**src/rtl/fifo_serial_tx.sv**
```systemverilog
// Serialises words pulled from an upstream FIFO into start/data/stop frames, MSB first.
// Outputs are registered copies of what the next state decodes to, so they line up with the state.
module fifo_serial_tx #(
   parameter int unsigned DATA_WIDTH   = 16,
   parameter int unsigned CLKS_PER_BIT = 4,
   parameter int unsigned CNT_WIDTH    = 8
) (
   input  logic                  clk,
   input  logic                  rst,
   input  logic                  enable,
   input  logic                  fifo_empty,
   input  logic [DATA_WIDTH-1:0] fifo_data,
   output logic                  fifo_rd_en,
   output logic                  tx_out,
   output logic                  tx_busy,
   output logic                  word_done
);

   localparam int unsigned IDX_WIDTH = (DATA_WIDTH > 1) ? $clog2(DATA_WIDTH) : 1;
   localparam logic [CNT_WIDTH-1:0] LAST_CNT = CNT_WIDTH'(CLKS_PER_BIT - 1);
   localparam logic [IDX_WIDTH-1:0] LAST_IDX = IDX_WIDTH'(DATA_WIDTH - 1);

   typedef enum logic [2:0] {
      IDLE  = 3'd0,
      REQ   = 3'd1,
      LOAD  = 3'd2,
      START = 3'd3,
      DATA  = 3'd4,
      STOP  = 3'd5
   } state_t;

   state_t                state_q, state_d;
   logic [CNT_WIDTH-1:0]  cnt_q, cnt_d;
   logic [IDX_WIDTH-1:0]  idx_q, idx_d;
   logic [DATA_WIDTH-1:0] shift_q, shift_d;
   logic                  bit_end;
   logic                  tx_d;
   logic                  busy_d;
   logic                  rd_en_d;
   logic                  done_d;

   assign bit_end = (cnt_q == LAST_CNT);

   // State, timing counter, bit index and payload registers
   always_ff @(posedge clk or posedge rst) begin
      if (rst) begin
         state_q <= IDLE;
         cnt_q   <= '0;
         idx_q   <= '0;
         shift_q <= '0;
      end else begin
         state_q <= state_d;
         cnt_q   <= cnt_d;
         idx_q   <= idx_d;
         shift_q <= shift_d;
      end
   end

   // Next state, datapath updates and next-cycle output values
   always_comb begin
      state_d = state_q;
      cnt_d   = '0;
      idx_d   = idx_q;
      shift_d = shift_q;
      tx_d    = 1'b1;
      busy_d  = 1'b0;
      rd_en_d = 1'b0;
      done_d  = 1'b0;

      unique case (state_q)
         IDLE: begin
            if (enable && !fifo_empty) state_d = REQ;
         end
         REQ: begin
            state_d = LOAD;
         end
         LOAD: begin
            shift_d = fifo_data;
            idx_d   = LAST_IDX;
            state_d = START;
         end
         START: begin
            if (bit_end) state_d = DATA;
            else         cnt_d   = cnt_q + CNT_WIDTH'(1);
         end
         DATA: begin
            if (bit_end) begin
               if (idx_q == '0) begin
                  state_d = STOP;
               end else begin
                  shift_d = shift_q << 1;
                  idx_d   = idx_q - IDX_WIDTH'(1);
               end
            end else begin
               cnt_d = cnt_q + CNT_WIDTH'(1);
            end
         end
         STOP: begin
            if (bit_end) state_d = IDLE;
            else         cnt_d   = cnt_q + CNT_WIDTH'(1);
         end
         default: begin
            state_d = IDLE;
         end
      endcase

      busy_d  = (state_d != IDLE);
      rd_en_d = (state_d == REQ);
      done_d  = (state_d == STOP) && (cnt_d == LAST_CNT);
      unique case (state_d)
         START:   tx_d = 1'b0;
         DATA:    tx_d = shift_d[DATA_WIDTH-1];
         default: tx_d = 1'b1;
      endcase
   end

   // Registered outputs; reset forces the line idle immediately
   always_ff @(posedge clk or posedge rst) begin
      if (rst) begin
         tx_out     <= 1'b1;
         fifo_rd_en <= 1'b0;
         tx_busy    <= 1'b0;
         word_done  <= 1'b0;
      end else begin
         tx_out     <= tx_d;
         fifo_rd_en <= rd_en_d;
         tx_busy    <= busy_d;
         word_done  <= done_d;
      end
   end

endmodule

```
**config.mk**
```make
export PLATFORM = sky130hd
export DESIGN_NAME = fifo_serial_tx
export DESIGN_NICKNAME = d
export VERILOG_FILES = /design/src/rtl/fifo_serial_tx.sv
export SDC_FILE = /design/constraint.sdc
export NUM_CORES = 1
export LEC_CHECK = 0
export BUFFER_PORTS_ARGS = -buffer_cell sky130_fd_sc_hd__buf_2
export CAP_MARGIN = 25
export CORE_MARGIN = 5
export CORE_UTILIZATION = 60
export CTS_CLUSTER_SIZE = 14
export DETAILED_ROUTE_END_ITERATION = 10
export MAX_ROUTING_LAYER = met4
export PLACE_DENSITY = 0.85
export SYNTH_ARGS = -nofsm -noshare
export SYNTH_HDL_FRONTEND = slang
export SYNTH_SLANG_ARGS = --single-unit
```
**constraint.sdc**
```tcl
create_clock -name clk -period 4.1 [get_ports clk]
set_input_delay 0.615 -clock clk [delete_from_list [all_inputs] [get_ports clk]]
set_output_delay 0.615 -clock clk [all_outputs]
set_load 0.02 [all_outputs]
```
# Word-level counts from Yosys, hierarchy flattened
# Cells that the tools add are included.
[totals]
reg_bits = 35
in_bits = 20
output_inout_bits = 4
[op_classes]
n_addsub = 2
eq_ne = 13
mux = 15
reduce_logical = 9
[ops]
columns = ["cell", "count"]
rows = [
  ["16-bit two-way mux", 2],
  ["16-bit case mux with 2 select lines", 1],
  ["3-bit case mux with 6 select lines", 1],
  ["8-bit by 2-bit equality test with 1-bit output, second input constant", 2],
  ["8-bit two-way mux", 2],
  ["3-bit two-way mux", 5],
  ["3-bit equality test, second input constant", 4],
  ["3-bit by 2-bit equality test with 1-bit output, second input constant", 3],
  ["8-bit by 1-bit adder with 8-bit output, second input constant", 1],
  ["4-bit two-way mux", 2],
  ["4-bit case mux with 2 select lines", 1],
  ["3-bit by 1-bit equality test with 1-bit output, second input constant", 2],
  ["4-bit zero test", 1],
  ["2-bit inequality test, second input constant", 2],
  ["4-bit by 1-bit subtractor with 4-bit output, second input constant", 1],
  ["3-bit zero test", 1],
  ["3-bit AND reduction", 1],
  ["3-bit nonzero test", 1],
  ["3-bit OR reduction", 1],
  ["1-bit logical AND", 2],
  ["1-bit case mux with 2 select lines", 1],
  ["2-bit nonzero test", 1],
  ["1-bit zero test", 1],
]

# Logic depth before layout (Yosys ltp)
[depth]
depth_word = 6
ltp_mapped = 9
ltp_nobuf = 7

# Least setup slack after synthesis
# OpenSTA, ideal clock, no wires.
[synth_path]
kind = "register to register"
from = "reg cnt_q[0]"
to = "reg word_done"
setup_ps = 68
arrival_time_ps = 1714
t_required_ps = 4032
slack_ps = 2318
path_stages_with_launch = 8
n_path_buf = 1
period_less_slack_ps = 1782
path_cell_list = "dfrtp_1 -> ha_1 -> nor3b_4 -> and2_1 -> or2_1 -> buf_6 -> and4b_1 -> and4_1"
[synth_via]
elab_chain_cells = 5
elab_cells_between_ends = 11
classes_between = "1 x add/sub; 3 x eq/ne; 6 x mux; 1 x reduce/logical"
[synth_lines]
columns = ["element", "line", "text"]
rows = [
  ["start: declaration", "33", "logic [CNT_WIDTH-1:0] cnt_q, cnt_d;"],
  ["start signal: assignment", "53", "cnt_q <= cnt_d;"],
  ["8-bit by 1-bit adder with 8-bit output or 8-bit by 2-bit equality test with 1-bit output (tied branches)", "--", ""],
  ["8-bit two-way mux (tied with other cells)", "83, 87, 99", ""],
  ["8-bit two-way mux or 3-bit case mux with 6 select lines (tied branches)", "--", ""],
  ["8-bit by 2-bit equality test with 1-bit output or 3-bit equality test (tied branches)", "109", "done_d = (state_d == STOP) && (cnt_d == LAST_CNT);"],
  ["1-bit logical AND (*)", "109", ""],
  ["net done_d", "40", "logic done_d;"],
  ["end signal: assignment", "128", "word_done <= done_d;"],
  ["end: declaration", "16", "output logic word_done"],
]
# The timed path passes the listed nets; every way through them passes the cells marked *.
# A chain may end at the register's enable or synchronous reset.

# Final worst setup path
[layout_path]
from = "reg idx_q[0]"
to = "reg shift_q[2]"
[layout_via]
elab_chain_cells = 3
[layout_lines]
columns = ["element", "line", "text"]
rows = [
  ["start: declaration", "34", "logic [IDX_WIDTH-1:0] idx_q, idx_d;"],
  ["start signal: assignment", "54", "idx_q <= idx_d;"],
  ["4-bit zero test", "88", "if (idx_q == '0) begin"],
  ["2-bit inequality test (no source line)", "--", ""],
  ["3-bit AND reduction (no source line)", "--", ""],
  ["end signal: assignment", "55", "shift_q <= shift_d;"],
  ["end: declaration", "35", "logic [DATA_WIDTH-1:0] shift_q, shift_d;"],
]
# No other way between the ends.

==> results.ini <==
[route]
highest-signal-layer=met4
wl_met3_um=169
wl_met1_um=1300
antenna_left=0
drc=0
routedWlPerCell_um=13.5
via_per_inst=5.55
drt-initial-drc-count=48
vias=1222
dr_wl_met2_um=1440
routed_wl_um=2970
firstDrtPassIters=4

[critical_path]
r2r_slack_ns=1.65
r2r_end=shift_q[2]
path_class=register to register
worstRegToRegCells=7
crit_path_start_kind=register
cpPeakStageDelay_ns=0.72
critical_path.endpoint_type=register
critical_path.top_delay_family=simple AND/OR/NAND/NOR gates
critPathRequiredTime_ns=4.37
worstPathArrival_ns=2.72
crit_chain=inv_1, ha_1, nor3b_1, and4b_1, nor2_1, nand2_1, nand2_1
r2r_start=idx_q[0]
cpMaxStageDelayCell=nor2_1
cp_num_buf_inv=1
crit_path_frequent_cell=nand2_1
cp_max_fo=24

[floorplan]
core_area_sq_um=2710
die_width_um=62.6
die_y_um=62.6
pin_count=24
rows=19
die_area_sq_um=3920
start_util=0.612

[clocking]
htree_num_levels=2
ctsResizeCount=0
cts_root_buf=clkbuf_4
cts_tree=yes
clock-sinks=35
cts_setup_buffers=0
numCtsBuffers=5
cts.clk_slew.worst_paths_ns=0.11
clk_latency_ns=0.34
clk_path_buf_depth=2
holdBufCountCts=0

[sta]
drv_slew=0
slew-limit-headroom=0.460
fin_skew_ns=0.0134
period_share=0.598
setup_viol=0
tns_ns=0
fin_crit_ns=2.45
tightest_slew_ns=0.809
rsz0062_at_grt=no
fin_hold_ws_ns=0.349
hold_viol_final=0
fmax_mhz=408

[power_and_ir_drop]
power.total_mw=0.566
leakage_nw=0.896
vdd_ir_drop_max_mv=0.211
p_per_area_nw_per_um2=311

[global_route]
grt_pass1_vias=1266
antenna_found_initial=0
overflow=0
grt_pass1_wl_um=5490
grt_max_degree=36
gr-usage-all-layers=0.177

[final_layout]
final_nets=210
final_cell_mix=nand2_1 (35), dfrtp_1 (34), buf_2 (23)
n_antenna_cell=0
area_growth_pct=9.80
seq_area_sq_um=877
multiInputGateArea_sq_um=704
final_common_cell=nand2_1
fin_util=0.672
fillers=220
layout-drive-gt1-share=0.201

[logic_synthesis]
syn_inst=165
synth_top_area_frac=0.513
synth_area_sq_um=1660
yosysSeqAreaShare=0.529
syn_nets=187
avgSynthCellArea_sq_um=10.1
ys_seq_elements=35
yosysWarnings=0
synthDistinctLibCells=38
synth_area_leader_cell=dfrtp_1
netlist_top_cells_area=dfrtp_1 (51%), nand2_1 (7.9%), a22oi_1 (5.9%)

[placement]
dp_hpwl_um=2140
numPortBuffers=23
place_congestion=0.815

[outcome]
outcome=finished clean

[hold_path]
hp-class=primary input to async pin

[flow_run]
drv_cap=0

cells by family after synthesis:
logic type,share of synthesized area
flops,0.529
compound gates,0.110
buf+inv,0.0468
simple gates,0.251
fa+ha+maj,0.0151
xor+xnor,0.0422
mux,0.00603
layout make-up:
type / instances / share of cell area
sequential: 35 / 0.481
multi-input combinational: 117 / 0.387
clock inverter: 1 / 0.00275
tap: 31 / 0.0213
inverter: 5 / 0.0103
timing repair buffer: 24 / 0.0673
clock buffer: 7 / 0.0302
sequential cells by signal, summed over array words and instances, names as in the netlist:
name / flops
cnt_q: 8
fifo_rd_en: 1
idx_q: 4
shift_q: 16
state_q: 3
tx_busy: 1
tx_out: 1
word_done: 1
per-stage QoR:
stage / setup slack (ns) / std cells / instance area, sq um
floorplan: 2.32 / 165 / 1660
global route: 1.34 / 220 / 1820
global placement: 1.80 / 212 / 1760
finish: 1.65 / 220 / 1820
detailed placement: 1.70 / 212 / 1760
CTS: 1.64 / 220 / 1820
synth_stat cells:
library cell / count
inv_1: 5
a21oi_1: 4
nor2b_1: 1
and3b_1: 1
o211ai_1: 2
nor4_4: 1
nor2_1: 12
xnor2_1: 2
or2_1: 1
and4_1: 1
nor3b_1: 2
buf_4: 3
nand4_1: 1
nor3b_4: 1
nor3_1: 6
mux2i_1: 1
buf_2: 2
xor2_1: 6
ha_1: 2
nand3_1: 4
and3_2: 2
dfstp_2: 1
and4b_1: 2
nand2b_1: 1
a221o_1: 1
and2_1: 2
o21ai_0: 5
or3b_2: 1
buf_6: 2
a22oi_1: 13
a211oi_1: 1
nand2_1: 35
clkbuf_1: 1
and2b_1: 2
a21o_1: 1
dfrtp_1: 34
and3_1: 2
or2b_2: 1
worst min-delay path: stages:
cell and delay [ns]:
buf_2 0.09, inv_1 0.04, buf_4 0.38
worst max path at each step:
stage / start / end / slack [ns] / depth (start not counted)
floorplan: cnt_q[0] / word_done / 2.32 / 7
global placement: cnt_q[0] / shift_q[1] / 1.80 / 6
detailed placement: idx_q[0] / shift_q[2] / 1.70 / 7
CTS: idx_q[0] / shift_q[2] / 1.64 / 7
global route: idx_q[0] / shift_q[4] / 1.34 / 7
finish: idx_q[0] / shift_q[2] / 1.65 / 7
per-layer routing:
metal,up-vias,GRT usage
met5,-,-
met4,0,0.0663
met3,8,0.0647
met2,26,0.275
met1,580,0.209
li1,608,-
where the power goes:
part / internal, mW / switching [mW] / total [mW] / leakage [nW]
Sequential: 0.349 / 0.00161 / 0.350 / 0.442
Combinational: 0.00992 / 0.0120 / 0.0220 / 0.418
Clock: 0.0831 / 0.110 / 0.193 / 0.0353
Total: 0.442 / 0.124 / 0.566 / 0.896
Power figures use the tool's default switching activity.
